`src/rtl/esn7e_stall_timer.sv`:
```
// Counts stalled cycles since the last clear; expired is high once the count equals limit.
module esn7e_stall_timer #(
  parameter int unsigned W = 16
) (
  input  logic         clock,
  input  logic         reset,
  input  logic         clear,
  input  logic         enable,
  input  logic [W-1:0] limit,
  output logic         expired
);

  logic [W-1:0] count;

  // Counter holds once expired so it can never wrap past the limit.
  always_ff @(posedge clock) begin
    if (reset || clear) begin
      count   <= '0;
      expired <= 1'b0;
    end else if (enable && !expired) begin
      count   <= count + W'(1);
      expired <= ((count + W'(1)) == limit);
    end
  end

endmodule

```
`config.mk`:
```
export PLATFORM = sky130hd
export DESIGN_NAME = esn7e_stall_timer
export DESIGN_NICKNAME = d
export VERILOG_FILES = /design/src/rtl/esn7e_stall_timer.sv
export SDC_FILE = /design/constraint.sdc
export NUM_CORES = 1
export LEC_CHECK = 0
export ABC_AREA = 1
export ABC_CLOCK_PERIOD_IN_PS = 1500
export CAP_MARGIN = 10
export CORE_ASPECT_RATIO = 1.2
export CORE_MARGIN = 5
export CORE_UTILIZATION = 48
export DETAILED_ROUTE_END_ITERATION = 12
export PLACE_DENSITY = 0.87
export SYNTH_ARGS = -nofsm -noshare
export SYNTH_HDL_FRONTEND = slang
export SYNTH_SLANG_ARGS = --single-unit
```
`constraint.sdc`:
```
create_clock -name clock -period 1.5 [get_ports clock]
set_input_delay 0.225 -clock clock [delete_from_list [all_inputs] [get_ports clock]]
set_output_delay 0.225 -clock clock [all_outputs]
set_load 0.05 [all_outputs]
```
**Word level (Yosys, flattened, before mapping)**

Index checks and enable logic that the tools add are counted.

- Input bits: 20
- Output and inout bits: 1
- Bits in registers: 17
- Word-level logic and storage cells: 7

- Reductions and logical operators: 3
- Eq/ne operators: 1
- $add $sub $neg: 1

Operators with widths:

| operator | count |
|---|---|
| $add A16 B1 Y16 const B | 1 |
| $eq A16 B16 Y1 | 1 |
| $logic_and A1 B1 Y1 | 1 |
| $logic_not A1 Y1 | 1 |
| $logic_or A1 B1 Y1 | 1 |

**Depth between registers and ports, before layout**

- Word-level depth: 2
- Depth in mapped cells: 12

**Worst setup path before layout**

No wires, ideal clock.

- Path type: register to register
- Start: register expired
- End: register count[2]
- Path slack: -102 ps
- Stages on the path, launching flop included: 7
- Arrival time: 1470 ps
- Setup time: 132 ps
- Data required time: 1368 ps
- Path through: dfxtp_1 > inv_1 > nand2_1 > inv_1 > clkbuf_1 > o21ai_0 > a21oi_1

- Longest elaborated chain between the ends: 2

Ends and longest elaborated chain:

| item | line | RTL |
|---|---|---|
| from (decl) | 10 | `output logic expired` |
| from (signal assigned) | 22 | `expired <= ((count + W'(1)) == limit);` |
| $logic_not A1 Y1 | 20 | `end else if (enable && !expired) begin` |
| $logic_and A1 B1 Y1 | 20 |  |
| to (signal assigned) | 21 | `count <= count + W'(1);` |
| to (decl) | 13 | `logic [W-1:0] count;` |

No other way between the ends.
A chain may end at the register's enable or synchronous reset.

**Final worst setup path**

- Start: register count[0]
- End: register expired

- Longest elaborated chain between the ends: 2

Ends and longest elaborated chain:

| item | line |
|---|---|
| $add A16 B1 Y16 | 22 |
| $eq A16 B16 Y1 | 22 |

No other way between the ends.

==> impl_metrics.tcl <==
set metrics [dict create \
    max_cap_viol_count 0 \
    gp_congestion 0.912 \
    worstPathRequired_ps 1740 \
    r2r_slack_ps -170 \
    reg2reg_depth 11 \
    dp_hpwl_um 2950 \
    drtIter0Drc 78 \
    viasPerCell 5.35 \
    synthArstFlopShare 0 \
    ys_top_cells_by_area "dfxtp_1 (25%), nand2_1 (19%), nand3_1 (11%)" \
    yosys_most_used_dff "dfxtp_1" \
    drt_pass1_iterations 4 \
    ant_nets 0 \
    grt_max_degree 19 \
    grt_antenna_before_repair 0 \
    peakVddDrop_mv 0.507 \
    avgSynthCellArea_um2 5.83 \
    leakage_nw 0.997 \
    synth_edf_count 0 \
    finalCriticalPeriod_ps 1670 \
    busiest_layer "met2" \
    rsz0062_at_grt "yes" \
    synthesis.nets 256 \
    use_met1 0.235 \
    yosysMostFrequentCell "nand2_1" \
    drc 0 \
    worst_pin_slew_ps 255 \
    fill_cells 199 \
    violations "setup timing" \
    synth.distinct_cells 22 \
    power_density_nw_per_um2 482 \
    start_util 0.497 \
    yosysSeqAreaShare 0.248 \
    clockBufferDepth 2 \
    crit_slowest_cell "dfxtp_4" \
    endpoint_kind "register" \
    max_freq_ghz 0.598 \
    grt_pass1_vias 1637 \
    yosysTopAreaCell "dfxtp_1" \
    row_count 21 \
    clk_pin_slew_worst_paths_ps 110 \
    holdBufCountCts 0 \
    drive_gt1_frac 0.282 \
    hold_path_class "reg -> reg" \
    synth_warnings 0 \
    path_class "reg -> reg" \
    grt_overflow 0 \
    ys_top_cells_by_count "nand2_1 (69), inv_1 (37), nand3_1 (30)" \
    postLayoutCellArea_um2 2050 \
    cts_root_buf "clkbuf_4" \
    num_io_pins 21 \
    dieWidth_um 58.8 \
    drt-total-wl_um 4300 \
    hold_viol 0 \
    min_to "expired" \
    coreArea_um2 2760 \
    placed_area_um2 1830 \
    final_cells 328 \
    finalSetupViolCount 2 \
    netlist_area_um2 1370 \
    area_growth_pct 49.6 \
    track_usage 0.215 \
    r2r-start "count[0]" \
    synth-seq-cells 17 \
    vias 1754 \
    grt_pass1_wl_um 6710 \
    r2r_end "expired" \
    fin_skew_ps 4.09 \
    dieHeight_um 68.5 \
    finish.utilization 0.743 \
    critPathMaxStageDelay_ps 380 \
    crit_top_cell "nand3_1" \
    io_buffers 20 \
    start_kind "register" \
    hold_start "expired" \
    slew_headroom 0.829 \
    layout.nets 316 \
    tns_ps -189 \
    h-tree-depth 1 \
    met3_usage 0.0279 \
    dp_cells 316 \
    crit_fanout 7 \
    cts_tree "built" \
    worstPathCellList "ha_4, nand2_4, nor2_4, nand3_1, nand3_1, nand2_1, nor2_1, nand2_1, nor2_2, nand3_1, a21oi_2" \
    num_antenna_cells 0 \
    yosysTopAreaCellShare 0.248 \
    grtUsageMet2 0.390 \
    cts_sinks 17 \
    syn_inst 235 \
    cts_buffers 3 \
    setup_ws_ps -172 \
    dieArea_um2 4030 \
    maxSlewViolCount 0 \
    cp.arrival_ps 1920 \
    clk_latency_ps 300 \
    finalCritPeriodShare 1.11 \
    outcome "finished with violations" \
    wire_per_inst_um 13.1 \
    hold_depth 2 \
]
power by group:
group / leakage [nW] / internal, W / switching (W)
clock: 0.0150 / 0.000104 / 0.000157
sequential: 0.143 / 0.000464 / 0.0000195
combinational: 0.838 / 0.000127 / 0.000115
total: 0.997 / 0.000695 / 0.000292
how the worst max path moves through the flow:
stage               endpoint  depth (start not counted)  startpoint  slack (ps)
CTS                  expired                         12    count[0]        -110
finish               expired                         11    count[0]        -170
detailed placement   expired                         11    count[1]        -190
global route         expired                         11    count[0]        -360
floorplan            expired                         10    count[0]          10
global placement     expired                         11      enable        -180
sequential cells by signal, indices dropped and copies added, names as in the netlist:
register and count:
count 16, expired 1
through the flow:
step           total power [W]  setup slack, ps  hold WS, ps
2_1_floorplan         0.000595             10.3          464
4_1_cts               0.000965             -113          500
5_1_grt                0.00104             -360          522
6_report              0.000988             -172          489
3_5_place_dp          0.000710             -187          484
3_3_place_gp          0.000705             -177          479
worst max-delay path, delay by kind of cell (launching register included):
kind                     cells  cell delay, ps
AND/OR/NAND/NOR              9             950
adder cells (fa/ha/maj)      1             170
AO/OA/AOI/OAI                1             130
flip-flops                   1             380
layout by cell type, fill, tap and decap left out, types with 8 or more instances in the layout:
cell and count:
o21ai_0 8, clkdlybuf4s50_1 19, buf_6 8, nor2_1 18, nand3_1 26, nand2_1 65, buf_4 30, inv_1 36
dfxtp_1 8, a21oi_1 10
cell type report:
type                            count  area, um2  area share
Clock buffer                        4       26.3      0.0128
Timing Repair Buffer               57        505       0.247
Multi-Input combinational cell    178        971       0.474
Sequential cell                    17        359       0.175
Inverter                           38        145      0.0708
Tap cell                           34       42.5      0.0208
logic make-up after synthesis:
family,synth area share
AO/OA/AOI/OAI,0.128
AND/OR/NAND/NOR,0.492
adder cells (fa/ha/maj),0.00913
buffers and inverters,0.110
XOR/XNOR,0.0128
flip-flops,0.248
per-layer routing:
layer / routed length [um] / up-vias
li1: - / 871
met1: 1660 / 800
met2: 2200 / 62
met3: 246 / 21
met4: 193 / 0
met5: 0 / -
timing repair:
| item | CTS | global route |
|---|---|---|
| pin swaps | 7 | 13 |
| endpoints found under the setup margin | 3 | 8 |
| resized for setup | 15 | 29 |
| setup buffers | 3 | 6 |
No activity file was read; power rests on OpenSTA's default activity.
==> RTL edit (same flow settings) <==
Put one more register stage on the output `expired`, without a reset. The value now appears one clock later. Comments in the files are not updated.
--- a/src/rtl/esn7e_stall_timer.sv
+++ b/src/rtl/esn7e_stall_timer.sv
@@ -10,17 +10,23 @@
   output logic         expired
 );
 
+  logic expired_s0;
+
   logic [W-1:0] count;
 
   // Counter holds once expired so it can never wrap past the limit.
   always_ff @(posedge clock) begin
     if (reset || clear) begin
       count   <= '0;
-      expired <= 1'b0;
-    end else if (enable && !expired) begin
+      expired_s0 <= 1'b0;
+    end else if (enable && !expired_s0) begin
       count   <= count + W'(1);
-      expired <= ((count + W'(1)) == limit);
+      expired_s0 <= ((count + W'(1)) == limit);
     end
+  end
+
+  always_ff @(posedge clock) begin
+    expired <= expired_s0;
   end
 
 endmodule
Behaviour: not the same (Yosys sat finds a counterexample within 4 cycles, from zero or initial values).
==> RTL edit against the original RTL <==
The run still ends with setup timing left. Global-route usage up 0.39 points. Wire length up 1.9%. Final cell count down 2.7%. Fmax up 4.6%. Sequential cell count up 1. Sequential share of layout area up 1.7 points. Area after synthesis up 1.5%. Design area down 2.7%. Worst setup slack better by 73 ps. First-iteration DRC count up 69%. Worst hold slack worse by 120 ps. Total power up 1.3%. Critical path type unchanged. Critical endpoint is now expired_s0.
==> RTL edit: results (changes against the original RTL) <==
- The share of layout cells above drive strength 1 was 0.2632 (was 0.2823).
- The netlist area before placement was 1390 um^2 (was 1370 um^2).
- The maximum ir drop on the vdd rail came to 526.0 uV (was 507.3 uV).
- The worst setup margin is -98.76 ps (was -172.2 ps).
- Result of the run: finished, violations left (unchanged).
- The worst setup slack after placement is -130.8 ps (was -187.2 ps).
- The proportion of total power due to net switching is 0.2995 (was 0.2960).
- The final HPWL from detailed placement is 2924 um (was 2946 um).
- The final instance count without filler cells is 319 (was 328).
- The arrival time at the worst endpoint is 1860 ps (was 1920 ps).
- Registers with the highest flip-flop counts: count (16), expired (1), expired_s0 (1) (was count (16), expired (1)).
- The total met3 wirelength after detailed routing is 299 um (was 246 um).
- The clock tree skew after final layout is 5.131 ps (was 4.086 ps).
- The met1 routed wirelength after detailed routing is 1584 um (was 1658 um).
- The count of endpoints failing setup in the final report is 1 (was 2).
- The destination of the critical timing path is expired_s0 (was expired).
- The final wirelength is 4381 um (was 4300 um).
- Violations in the final reports: setup timing (unchanged).
- The setup total negative slack came to -98.76 ps (was -188.5 ps).
- The clock group share of total power came to 0.260 (was 0.264).
- The first-pass GRT wire length is 6727 um (was 6713 um).
- The total track usage is 0.2189 (was 0.2150).
- The switching component of the power is 299.6 uW (was 292.3 uW).
- The pin count of the biggest net entering global routing was 15 (was 19).
- The highest net fanout along the worst path is 3 (was 7).
- The cell leakage power was 0.0009626 uW (was 0.0009968 uW).
- The mean post-synth cell area came to 5.890 um^2 (was 5.830 um^2).
- The count of routing violations after the opening detailed-route iteration came to 132 (was 78).
- Commonest cells post-synth: nand2_1 (69), inv_1 (37), nand3_1 (30), nor2_1 (21), dfxtp_1 (18) (was nand2_1 (69), inv_1 (37), nand3_1 (30), nor2_1 (21), dfxtp_1 (17)).
- The startpoint of the most critical register-to-register path is count[1] (was count[0]).
- The most used flip-flop cell after synthesis is dfxtp_1 (unchanged).
- The fill cell instance count of the final layout is 234 (was 199).
- The worst max-slew margin expressed relative to the limit came to 0.7005 (was 0.8294).
- The number of nets in the synthesized netlist is 257 (was 256).
- The via count of the first global-routing pass is 1,624 (was 1,637).
- The instance area after placement came to 1810 um^2 (was 1832 um^2).
- The sequential share of power is 0.512 (was 0.490).
- The net count reported at finish is 308 (was 316).
- The met2 wire length was 2373 um (was 2201 um).
==> RTL edit: worst min-delay path by stage <==
stage | start | end | slack (ps) | cells after the start
after floorplan | expired_s0 | expired | 330 | 0
after global placement | expired_s0 | expired | 350 | 0
after detailed placement | expired_s0 | expired | 360 | 0
after CTS | expired_s0 | expired | 370 | 0
after global routing | expired_s0 | expired | 370 | 0
final | expired_s0 | expired | 370 | 0
==> RTL edit: cell type report <==
class                      count  area [um^2]  area share
inverter                      38        145.1     0.07277
sequential                    18        382.9      0.1920
tap                           34        42.54     0.02133
timing repair buffer          46        412.9      0.2070
clock buffer                   3        22.52     0.01129
multi-input combinational    180        988.4      0.4956
==> RTL edit: cells by family (layout without fill, tap and decap cells) <==
| group | after synthesis | after routing | share of synthesized area |
|---|---|---|---|
| buf+inv | 40 | 87 | 0.1080 |
| flops | 18 | 18 | 0.2592 |
| simple gates | 144 | 146 | 0.4852 |
| xor+xnor | 2 | 2 | 0.01260 |
| compound gates | 31 | 31 | 0.1260 |
| fa+ha+maj | 1 | 1 | 0.008999 |
==> RTL edit: layer usage <==
metal	up-vias	global-route usage
met5	-	0
met4	0	0.09632
met3	13	0.02793
met2	66	0.4227
met1	784	0.2340
li1	861	-
==> RTL edit: worst max-delay path, delay by kind of cell, from the launching register on <==
kind / cells / cell delay, ps
AND/OR/NAND/NOR: 8 / 830
flip-flops: 1 / 370
adder cells (fa/ha/maj): 1 / 180
AO/OA/AOI/OAI: 1 / 110
buffers and inverters: 1 / 40
==> RTL edit: repair_timing <==
action	in CTS	in global routing
buffers inserted	0	5
gates resized for setup	19	22
setup endpoints to repair	2	7
pin swaps	5	14
cloned	1	1
